**src/rtl/muldiv_pkg.sv**
```systemverilog
// muldiv_pkg: shared state type, ALU opcodes and sizing for the multiply/divide sequencer
package muldiv_pkg;
  localparam int WIDTH = 24;
  localparam int CNT_W = $clog2(WIDTH);
  localparam logic [3:0] ALU_OP_ADD = 4'b0000;
  localparam logic [3:0] ALU_OP_SUB = 4'b0100;
  typedef enum logic [1:0] {IDLE, ITER, DONE} state_t;
endpackage

```
**src/rtl/muldiv_sequencer_if.sv**
```systemverilog
// muldiv_sequencer_if: request, result and ALU-side signals of the multiply/divide sequencer
interface muldiv_sequencer_if;
  import muldiv_pkg::*;
  logic start, isDiv, busy, done, divByZero, opError;
  logic [WIDTH-1:0] opA, opB, resLo, resHi, aluA, aluB, aluOut;
  logic [3:0] aluOp;
  modport master (
    output start, isDiv, opA, opB, aluOut,
    input  busy, done, resLo, resHi, divByZero, opError, aluA, aluB, aluOp
  );
  modport slave (
    input  start, isDiv, opA, opB, aluOut,
    output busy, done, resLo, resHi, divByZero, opError, aluA, aluB, aluOp
  );
endinterface

```
**src/rtl/muldiv_step.sv**
```systemverilog
// muldiv_step: one shift-add multiply or restoring divide step; divide path present only with MULDIV_DIV_EN
module muldiv_step
  import muldiv_pkg::*;
(
`ifdef MULDIV_DIV_EN
  input  logic             is_div,
`endif
  input  logic [WIDTH-1:0] hi,
  input  logic [WIDTH-1:0] lo,
  input  logic [WIDTH-1:0] opnd,
  input  logic [WIDTH-1:0] alu_out,
  output logic [WIDTH-1:0] alu_a,
  output logic [WIDTH-1:0] alu_b,
  output logic [3:0]       alu_op,
  output logic [WIDTH-1:0] hi_n,
  output logic [WIDTH-1:0] lo_n
);
  logic c;
`ifdef MULDIV_DIV_EN
  logic [WIDTH:0] sh;
  logic nb, ge;
  // divide: shift the next dividend bit into the remainder and trial-subtract the divisor
  always_comb begin
    sh = {hi, lo[WIDTH-1]};
    nb = (sh[WIDTH-1] & ~opnd[WIDTH-1]) | ((sh[WIDTH-1] | ~opnd[WIDTH-1]) & ~alu_out[WIDTH-1]);
    ge = sh[WIDTH] | nb;
  end
  // ALU operands depend only on registers so the external ALU closes no loop
  always_comb begin
    alu_a = is_div ? sh[WIDTH-1:0] : hi;
    alu_b = opnd;
    alu_op = is_div ? ALU_OP_SUB : ALU_OP_ADD;
  end
`else
  // ALU operands depend only on registers so the external ALU closes no loop
  always_comb begin
    alu_a = hi;
    alu_b = opnd;
    alu_op = ALU_OP_ADD;
  end
`endif
  // multiply adds the multiplicand when the low bit is set, then shifts {P,L} right with the carry
  always_comb begin
    c = (hi[WIDTH-1] & opnd[WIDTH-1]) | ((hi[WIDTH-1] | opnd[WIDTH-1]) & ~alu_out[WIDTH-1]);
    hi_n = lo[0] ? {c, alu_out[WIDTH-1:1]} : {1'b0, hi[WIDTH-1:1]};
    lo_n = {lo[0] ? alu_out[0] : hi[0], lo[WIDTH-1:1]};
`ifdef MULDIV_DIV_EN
    hi_n = is_div ? (ge ? alu_out : sh[WIDTH-1:0]) : hi_n;
    lo_n = is_div ? {lo[WIDTH-2:0], ge} : lo_n;
`endif
  end
endmodule

```
**src/rtl/muldiv_sequencer.sv**
```systemverilog
// muldiv_sequencer: time-shares the ALU for 24-step multiply and divide; MULDIV_DIV_EN compiles in the divide path
module muldiv_sequencer
  import muldiv_pkg::*;
(
  input logic clk,
  input logic rst,
  muldiv_sequencer_if.slave s
);
  state_t state_q, state_d;
  logic [CNT_W-1:0] cnt_q, cnt_d;
  logic [WIDTH-1:0] hi_q, hi_d, lo_q, lo_d, opnd_q, opnd_d;
  logic [WIDTH-1:0] res_lo_q, res_lo_d, res_hi_q, res_hi_d;
  logic [WIDTH-1:0] alu_a, alu_b, hi_n, lo_n;
  logic [3:0] alu_op;
  logic busy_q, busy_d, done_q, done_d, dbz_q, dbz_d, err_q, err_d;
  logic acc, dz, err;
`ifdef MULDIV_DIV_EN
  logic div_q, div_d;
  assign dz = s.isDiv && s.opB == '0;
  assign err = 1'b0;
`else
  assign dz = 1'b0;
  assign err = s.isDiv;
`endif
  assign acc = s.start && state_q != ITER;
  muldiv_step u_step (
`ifdef MULDIV_DIV_EN
    .is_div(div_q),
`endif
    .hi(hi_q),
    .lo(lo_q),
    .opnd(opnd_q),
    .alu_out(s.aluOut),
    .alu_a(alu_a),
    .alu_b(alu_b),
    .alu_op(alu_op),
    .hi_n(hi_n),
    .lo_n(lo_n)
  );
  assign s.aluA = busy_q ? alu_a : '0;
  assign s.aluB = busy_q ? alu_b : '0;
  assign s.aluOp = busy_q ? alu_op : ALU_OP_ADD;
  assign s.busy = busy_q;
  assign s.done = done_q;
  assign s.resLo = res_lo_q;
  assign s.resHi = res_hi_q;
  assign s.divByZero = dbz_q;
  assign s.opError = err_q;
  // accept requests from IDLE/DONE, step once per ITER cycle, publish results on entering DONE
  always_comb begin
    state_d = state_q;
    cnt_d = cnt_q;
    hi_d = hi_q;
    lo_d = lo_q;
    opnd_d = opnd_q;
    res_lo_d = res_lo_q;
    res_hi_d = res_hi_q;
    dbz_d = dbz_q;
    err_d = err_q;
`ifdef MULDIV_DIV_EN
    div_d = div_q;
`endif
    if (acc) begin
      dbz_d = dz;
      err_d = err;
      if (dz || err) begin
        state_d = DONE;
        res_lo_d = dz ? '1 : '0;
        res_hi_d = dz ? s.opA : '0;
      end else begin
        state_d = ITER;
        cnt_d = '0;
        hi_d = '0;
        lo_d = s.opB;
        opnd_d = s.opA;
`ifdef MULDIV_DIV_EN
        div_d = s.isDiv;
        lo_d = s.isDiv ? s.opA : s.opB;
        opnd_d = s.isDiv ? s.opB : s.opA;
`endif
      end
    end else if (state_q == ITER) begin
      hi_d = hi_n;
      lo_d = lo_n;
      cnt_d = cnt_q + 1'b1;
      if (cnt_q == CNT_W'(WIDTH - 1)) begin
        state_d = DONE;
        res_hi_d = hi_n;
        res_lo_d = lo_n;
      end
    end else if (state_q == DONE) begin
      state_d = IDLE;
    end
    busy_d = state_d == ITER;
    done_d = state_d == DONE;
  end
  // state, datapath and registered status flags
  always_ff @(posedge clk) begin
    if (rst) begin
      state_q <= IDLE;
      cnt_q <= '0;
      hi_q <= '0;
      lo_q <= '0;
      opnd_q <= '0;
      res_lo_q <= '0;
      res_hi_q <= '0;
      busy_q <= 1'b0;
      done_q <= 1'b0;
      dbz_q <= 1'b0;
      err_q <= 1'b0;
`ifdef MULDIV_DIV_EN
      div_q <= 1'b0;
`endif
    end else begin
      state_q <= state_d;
      cnt_q <= cnt_d;
      hi_q <= hi_d;
      lo_q <= lo_d;
      opnd_q <= opnd_d;
      res_lo_q <= res_lo_d;
      res_hi_q <= res_hi_d;
      busy_q <= busy_d;
      done_q <= done_d;
      dbz_q <= dbz_d;
      err_q <= err_d;
`ifdef MULDIV_DIV_EN
      div_q <= div_d;
`endif
    end
  end
endmodule

```
**src/flat_wrapper.sv**
```systemverilog
// flat-port wrapper written by rule: the top's interface ports become plain ports
module muldiv_sequencer_flat import muldiv_pkg::*;
  (clk, rst, s_start, s_isDiv, s_opA, s_opB, s_aluOut, s_busy, s_done, s_resLo, s_resHi, s_divByZero, s_opError, s_aluA, s_aluB, s_aluOp);
  muldiv_sequencer_if s_i ();
  input logic clk;
  input logic rst;
  input wire logic [$bits(s_i.start)-1:0] s_start;
  input wire logic [$bits(s_i.isDiv)-1:0] s_isDiv;
  input wire logic [$bits(s_i.opA)-1:0] s_opA;
  input wire logic [$bits(s_i.opB)-1:0] s_opB;
  input wire logic [$bits(s_i.aluOut)-1:0] s_aluOut;
  output wire logic [$bits(s_i.busy)-1:0] s_busy;
  output wire logic [$bits(s_i.done)-1:0] s_done;
  output wire logic [$bits(s_i.resLo)-1:0] s_resLo;
  output wire logic [$bits(s_i.resHi)-1:0] s_resHi;
  output wire logic [$bits(s_i.divByZero)-1:0] s_divByZero;
  output wire logic [$bits(s_i.opError)-1:0] s_opError;
  output wire logic [$bits(s_i.aluA)-1:0] s_aluA;
  output wire logic [$bits(s_i.aluB)-1:0] s_aluB;
  output wire logic [$bits(s_i.aluOp)-1:0] s_aluOp;
  assign s_i.start = s_start;
  assign s_i.isDiv = s_isDiv;
  assign s_i.opA = s_opA;
  assign s_i.opB = s_opB;
  assign s_i.aluOut = s_aluOut;
  assign s_busy = s_i.busy;
  assign s_done = s_i.done;
  assign s_resLo = s_i.resLo;
  assign s_resHi = s_i.resHi;
  assign s_divByZero = s_i.divByZero;
  assign s_opError = s_i.opError;
  assign s_aluA = s_i.aluA;
  assign s_aluB = s_i.aluB;
  assign s_aluOp = s_i.aluOp;
  muldiv_sequencer u_core (.clk(clk), .rst(rst), .s(s_i));
endmodule
```
**config.mk**
```make
export PLATFORM = sky130hd
export DESIGN_NAME = muldiv_sequencer_flat
export DESIGN_NICKNAME = d
export VERILOG_FILES = /design/src/rtl/muldiv_pkg.sv /design/src/rtl/muldiv_sequencer_if.sv /design/src/rtl/muldiv_step.sv /design/src/rtl/muldiv_sequencer.sv /design/src/flat_wrapper.sv
export SDC_FILE = /design/constraint.sdc
export NUM_CORES = 1
export LEC_CHECK = 0
export CORE_UTILIZATION = 35
export DETAILED_ROUTE_END_ITERATION = 16
export GPL_TIMING_DRIVEN = 0
export SLEW_MARGIN = 40
export SYNTH_ARGS = -nofsm -noshare
export SYNTH_HDL_FRONTEND = slang
export SYNTH_SLANG_ARGS = --single-unit
```
**constraint.sdc**
```tcl
create_clock -name clk -period 2.2 [get_ports clk]
set_clock_uncertainty 0.15 [all_clocks]
set_input_delay 0.44 -clock clk [delete_from_list [all_inputs] [get_ports clk]]
set_output_delay 0.44 -clock clk [all_outputs]
set_load 0.02 [all_outputs]
```
Word level (Yosys, flattened, before mapping) --
Cells that the tools add are included.
Storage, ports and cells: register bits 130, bits in latches 0, RAM bits 0, memory bits (read-only) 0, input port bits 76, output and inout bits 104, memories 0
Cells by class: $add $sub $neg 1, $mul 0, divide/modulo/power cells 0, order comparisons 0, equality and inequality tests 8, shifts and indexed selects 0, mux-type cells 25, bitwise logic cells 6, reductions and logical operators 6
Operator list (count):
- 24-bit 2-to-1 mux | 16
- 5-bit 2-to-1 mux | 3
- 2-bit 2-to-1 mux | 5
- 5-bit by 1-bit adder with 5-bit output (second input constant) | 1
- 5-bit equality test (second input constant) | 1
- 2-bit by 1-bit equality test with 1-bit output (second input constant) | 2
- 2-bit equality test (second input constant) | 2
- 2-bit inequality test (second input constant) | 2
- 2-bit AND reduction | 2
- 2-bit nonzero test | 2
- 3-bit AND reduction | 1
- 1-bit bitwise AND | 2
- 2-bit by 1-bit inequality test with 1-bit output (second input constant) | 1
- 1-bit NOT | 2
- 1-bit OR | 2
- 1-bit logical AND | 1
- 1-bit 2-to-1 mux | 1

Longest topological paths before layout --
Gate-level depths: netlist of the first run.
word-level depth 7, gate-level depth with buffers 7

Cells and area by module --
Synthesis of the first run repeated with hierarchy kept, for this count alone.
Unflattened totals: cells, all modules 714, area total of the unflattened synthesis 6441.2 um2
By module, submodules not included:
- muldiv_sequencer | times used 1, cells each 607, area an instance 5462.7 um2, seq. area each 2602.5 um2
- muldiv_step | times used 1, cells each 107, area an instance 978.4 um2, seq. area each 0.0 um2

Least setup slack after synthesis of the first run --
No wires, ideal clock.
path type reg-to-reg, start register u_core.cnt_q[0], end register u_core.res_hi_q[0] (netlist: u_core.s.resHi[0]), arrival time 1491 ps, data required time 1933 ps, setup slack 442 ps, cell stages (with the launch flop) 8, path buffers 2, period minus slack after synthesis 1758 ps, cell sequence dfxtp_1 -> ha_1 -> and4b_1 -> nand2_2 -> and2_1 -> buf_6 -> buf_6 -> a22o_1
On the way: cells in the longest elaborated chain, start to end 3
Ends and longest elaborated chain:
- start: declaration | line muldiv_sequencer.sv:10 | logic [CNT_W-1:0] cnt_q, cnt_d;
- start signal: assignment | line muldiv_sequencer.sv:116 | cnt_q <= cnt_d;
- 5-bit equality test | line muldiv_sequencer.sv:86 | if (cnt_q == CNT_W'(WIDTH - 1)) begin
- 2-bit nonzero test (no line)
- 3-bit AND reduction (no line)
- end signal: assignment | line muldiv_sequencer.sv:121 | res_hi_q <= res_hi_d;
- end: declaration | line muldiv_sequencer.sv:12 | logic [WIDTH-1:0] res_lo_q, res_lo_d, res_hi_q, res_hi_d;
Every way passes these cells. A chain may end at the register's enable or synchronous reset.

Worst setup path in the final report of the first run --
start register u_core.busy_q (netlist: u_core.s.busy), end output port s_aluA[4]
On the way: cells in the longest elaborated chain, start to end 1
Ends and longest elaborated chain:
- start: declaration | line muldiv_sequencer.sv:15 | logic busy_q, busy_d, done_q, done_d, dbz_q, dbz_d, err_q, err_d;
- start signal: assignment | line muldiv_sequencer.sv:122 | busy_q <= busy_d;
- 24-bit 2-to-1 mux | line muldiv_sequencer.sv:40 | assign s.aluA = busy_q ? alu_a : '0;
- end: declaration | line flat_wrapper.sv:18 | output wire logic [$bits(s_i.aluA)-1:0] s_aluA;
Every way passes these cells.

==> metrics.txt, run 1 <==
worst min path class register to register; vias 4944; full die area 0.0160 mm2; final WL 15400 um; sequential-to-total area share from yosys stat 0.480; TritonCTS clock tree yes; post-CTS setup buffers 0; initial antenna violation count 0; Ys Warns 0; fin util 0.522; final hold vios 0; CTS Root Cell clkbuf_16; Initial Util 0.358; final setup TNS 0 ns; die width 126 um; Worst path slowest cell dfxtp_2; proportion of layout cells with a drive suffix above 1 0.101; I/O Pins 180; via/cell ratio 4.90; Slew Limit Fails 0; r2r endpoint u_core.s.resHi[16]; global route overflow 0; antenna diode count 0; gpl congestion 0.781; Die H 126 um; minimum setup slack among reg-to-reg paths 0.20 ns; Yosys cell types 35; # setup viols final 0; Slew headroom 0.626; clock sink total 130; clk buf depth 2; fmax 0.472 GHz; row count 45; CP Cell Sequence buf_8 -> clkbuf_8 -> and2_1 -> clkdlybuf4s15_1; Clock Pin Slew Worst Setup and Hold Paths 0.05 ns; core area 0.0151 mm2; startpoint type of the worst setup path register; HP Start u_core.opnd_q[2]; fin crit share 0.963; wire per inst 15.3 um; Mapped Avg Cell Area 8.87 um2; hold path depth 2; clk_lat worst skew 0.41 ns; IO Port Bufs 173; Least-Margin Pin Slew 0.561 ns; Crit path arrival time 1.53 ns; DRT antenna net count 0; static leakage 3.10 nW; Initial DRT Pass Iterations 4; CTS Hold Bufs 0; power density of the placed cells 708 mW/mm2; VDD IR-drop max 449 uV; Yosys reg bits 130; CTS Buf Count 17; crit path capture type output pin; hpwl dp 11300 um; Area Growth Syn to Fin 45.8%; post-synthesis instance total 611; Power Total 5.60 mW; placed cells 976; Max Cap Viol 0; number of global-route vias before repair 4997; nets 884; Non-Filler Instances 1008; filler cell count 1465; status complete, no violations; initial detailed-routing violation count 165; WS Path Type register to output pin; reg2reg start u_core.cnt_q[0]; WP data required 1.61 ns; RSZ-0062 raised after global routing no; max incr delay on CP 0.38 ns; hold endpoint u_core.opnd_q[2]; DRC Markers 0; Max H-tree Level 4; r2r worst-path depth 7; mapped cell area 0.00542 mm2; peak fanout along the critical path 10; min Tclk post-route 2.12 ns; first-pass GRT wire length 24800 um; GRT Util Overall 0.199; largest net degree at the start of global routing 17
stage by stage:
stage / hold slack (ns) / area (um2) / setup slack, ns
finish: 0.300 / 7910 / 0.0818
floorplan: 0.282 / 5440 / 0.442
global route: 0.317 / 7910 / 0.00950
CTS: 0.300 / 7950 / 0.000534
global placement: 0.290 / 7400 / -0.441
detailed placement: 0.292 / 7400 / -0.466
worst max path at each step:
stage               slack (ns)  cells past startpoint                 to            start
floorplan                 0.44                      7  u_core.s.resHi[0]  u_core.cnt_q[0]
global placement         -0.44                      4          s_aluA[0]    u_core.s.busy
CTS                     0.0005                      4         s_aluB[15]    u_core.s.busy
detailed placement       -0.47                      4          s_aluA[1]    u_core.s.busy
global route              0.01                      4         s_aluB[16]    u_core.s.busy
finish                    0.08                      4          s_aluA[4]    u_core.s.busy
final cells by class:
type                    instances  area, um2  area share
clock inverters                 5       25.0     0.00317
multi-input cells             427       2530       0.320
repair buffers                173       1660       0.211
inverters                       2       7.51    0.000950
well taps                     188        235      0.0298
flip-flops and latches        130       2600       0.329
clock buffers                  27        513      0.0649
plain buffers                  56        324      0.0410
worst max-delay path: cells and delay by family (launching register included):
kind	cells	cell delay [ns]
and+or+nand+nor	1	0.13
buffers and inverters	3	0.60
DFF	1	0.38
placed cells by master, fill, tap and decap left out, types with 2 or more instances in the layout:
cell type and instances:
a21oi_1 50, buf_4 7, clkbuf_8 6, dlygate4sd2_1 28, a211oi_1 24, clkbuf_4 2
o21ai_0 24, conb_1 5, clkinv_2 5, and2_1 50, clkdlybuf4s50_1 125, dfxtp_1 129
clkdlybuf4s15_2 10, nor3_1 4, nor2_1 75, nand2_1 51, clkbuf_16 17, inv_1 2
buf_2 18, a22o_1 23, o31ai_1 3, clkbuf_1 27, clkbuf_2 8, o2111ai_1 2
nor2b_1 3, xor2_1 3, nand3_1 26, nand2b_1 24, buf_6 5, mux2i_1 48
per-layer routing:
layer / GRT usage / vias to the layer above / share of wire
met4: 0.0773 / 0 / 0.015
met5: 0 / - / 0
li1: - / 2470 / -
met2: 0.314 / 148 / 0.45
met1: 0.250 / 2308 / 0.47
met3: 0.0675 / 18 / 0.072
cells in the mapped netlist:
cell type    n  area [um2]
a211oi_1    24         180
a21boi_0     1        7.51
a21oi_1     50         250
a22o_1      23         201
a22oi_1      1        7.51
a31oi_4      1        21.3
a32oi_1      1        8.76
and2_1      50         313
and4b_1      1        10.0
buf_1        1        3.75
buf_2       15        75.1
buf_4        7        52.6
buf_6        5        56.3
clkbuf_1    28         105
conb_1       1        3.75
dfxtp_1    130        2600
ha_1         1        12.5
inv_1        2        7.51
maj3_1       1        10.0
mux2i_1     48         480
nand2_1     51         191
nand2_2      1        6.26
nand2b_1    24         150
nand3_1     26         130
nor2_1      75         282
nor2_2       1        6.26
nor2b_1      3        18.8
nor3_1       4        20.0
o2111ai_1    2        17.5
o21ai_0     24         120
o21bai_1     1        7.51
o22ai_1      1        6.26
o31ai_1      3        22.5
or3_1        1        6.26
xor2_1       3        26.3
state kept, by name, indices dropped and copies added (netlist names):
signal	cells
u_core.cnt_q	5
u_core.hi_q	24
u_core.lo_q	24
u_core.opnd_q	24
u_core.s.busy	1
u_core.s.done	1
u_core.s.opError	1
u_core.s.resHi	24
u_core.s.resLo	24
u_core.state_q	2
kinds of logic (layout without fill, tap and decap cells):
| logic type | after synthesis | in the layout | synth area share |
|---|---|---|---|
| simple gates | 237 | 237 | 0.209 |
| compound gates | 132 | 132 | 0.157 |
| flops | 130 | 130 | 0.480 |
| buf+inv | 58 | 263 | 0.0554 |
| mux | 48 | 48 | 0.0886 |
| xor+xnor | 3 | 3 | 0.00485 |
| fa+ha+maj | 2 | 2 | 0.00415 |
| other cells | 1 | 5 | 0.000692 |
where the power goes:
part	internal (mW)	leakage, nW	switching [mW]
Sequential	2.43	1.06	0.0478
Combinational	0.286	1.77	0.295
Clock	1.58	0.271	0.960
what timing repair did:
| item | CTS | global route |
|---|---|---|
| hold endpoints to repair | 0 | 0 |
| endpoints found under the setup margin | 48 | 19 |
| gates resized for setup | 93 | 12 |
Power figures use the tool's default switching activity.
==> inputs of run 2 (changes only) <==
--- a/config.mk
+++ b/config.mk
@@ -5,6 +5,7 @@
 export SDC_FILE = /design/constraint.sdc
 export NUM_CORES = 1
 export LEC_CHECK = 0
+export CORE_MARGIN = 2
 export CORE_UTILIZATION = 35
 export DETAILED_ROUTE_END_ITERATION = 16
 export GPL_TIMING_DRIVEN = 0
==> metrics.txt, run 2 (synthesis gave the netlist of run 1 again) <==
crit path capture type output pin; number of global-route vias before repair 4925; initial antenna violation count 0; Crit path arrival time 1.54 ns; CTS Root Cell clkbuf_16; proportion of layout cells with a drive suffix above 1 0.103; GRT Util Overall 0.190; antenna diode count 0; full die area 0.0165 mm2; global route overflow 0; pre-CTS setup slack -0.428 ns; Max Cap Viol 0; Initial DRT Pass Iterations 4; WP data required 1.61 ns; RSZ-0062 raised after global routing no; largest net degree at the start of global routing 17; CP Cell Sequence clkbuf_8 -> clkbuf_8 -> and2_1 -> clkdlybuf4s15_2; Clock Pin Slew Worst Setup and Hold Paths 0.05 ns; startpoint type of the worst setup path register; die width 128 um; CP dominant cell by count clkbuf_8; worst min path class register to register; Top delay family on crit path buffers and inverters; min Tclk post-route 2.13 ns; Slew Limit Fails 0; TritonCTS clock tree yes; static leakage 3.12 nW; most common cell after layout, fill and taps aside dfxtp_1; first-pass GRT wire length 24600 um; filler cell count 1398; clk buf depth 2; core area 0.0151 mm2; row count 45; final setup TNS 0 ns; DRT antenna net count 0; Die H 128 um; post-route setup slack 0.0678 ns; max incr delay on CP 0.37 ns; fmax 0.469 GHz; gpl congestion 0.794; CTS Hold Bufs 0; CP bufs+invs 3; vias 4964; clk_lat worst skew 0.41 ns; clock sink total 130; VDD IR-drop max 503 uV; nets 884; CTS Buf Count 17; final hold vios 0; WS Path Type register to output pin; hpwl dp 11400 um; Initial Util 0.358; fin crit share 0.969; DRC Markers 0; Max H-tree Level 4; Worst path slowest cell dfxtp_2; post-CTS setup buffers 0; initial detailed-routing violation count 213; fin util 0.522; peak fanout along the critical path 10; Power Total 5.77 mW; status complete, no violations; IO Port Bufs 173; I/O Pins 180; power density of the placed cells 730 mW/mm2; final WL 15600 um; Slew headroom 0.627; Area Growth Syn to Fin 45.9%; Least-Margin Pin Slew 0.559 ns; wire per inst 15.5 um; via/cell ratio 4.93; # setup viols final 0; most frequent cells in the layout dfxtp_1 (129), clkdlybuf4s50_1 (125), nor2_1 (75)
## run 2: changes by cell type in the layout (fill, tap and decap cells not counted), sizes merged
cell,delta
buf,+3
bufinv,+1
clkbuf,+3
clkdlybuf4s15,-6
clkinv,-2
## run 2: metal layers
metal  GRT usage  part of all wire  wire, um
met5           0                 0         0
met4      0.0595             0.011       168
met2       0.299              0.45      7090
met3      0.0773             0.080      1250
met1       0.238              0.45      7100
## run 2: worst paths after layout
check                                      start                end  slack (ns)  cells past startpoint
worst min-delay path            u_core.opnd_q[9]   u_core.opnd_q[9]        0.30                      2
worst max-delay path               u_core.s.busy          s_aluA[1]        0.07                      4
worst min register to register  u_core.opnd_q[9]   u_core.opnd_q[9]        0.30                      2
worst max register to register   u_core.cnt_q[0]  u_core.s.resHi[0]        0.17                      7
## run 2: layout make-up
class | instances | area (um2) | area share
Buffer | 56 | 322 | 0.0407
Multi-Input combinational cell | 427 | 2530 | 0.320
Timing Repair Buffer | 173 | 1630 | 0.206
Sequential cell | 130 | 2600 | 0.329
Clock inverter | 4 | 45.0 | 0.00570
Tap cell | 188 | 235 | 0.0298
Inverter | 2 | 7.51 | 0.000950
Clock buffer | 27 | 533 | 0.0674
## run 2: what timing repair did
action                                  in CTS  in global routing
pin swaps                                    0                  0
endpoints found under the setup margin      48                 17
endpoints found under the hold margin        0                  0
resized for setup                           91                 16
## run 2: worst register-to-register path, cell delays in order, from the launching register on
cell and delay, ns:
dfxtp_1 0.37, ha_1 0.23, and4b_1 0.31, nand2_2 0.16, and2_1 0.20, buf_6 0.13
buf_6 0.14, a22o_1 0.23
## run 2: power breakdown
part / total [mW] / internal (mW) / switching [mW]
Clock: 2.72 / 1.75 / 0.966
Sequential: 2.48 / 2.43 / 0.0471
Combinational: 0.579 / 0.285 / 0.295
## run 2: metrics by stage
stage	hold slack (ns)	cells	cell area, um2
6_report	0.296	1007	7910
5_1_grt	0.324	1007	7910
4_1_cts	0.300	1007	7990
3_5_place_dp	0.293	976	7400
3_3_place_gp	0.289	976	7400
2_1_floorplan	0.282	615	5440
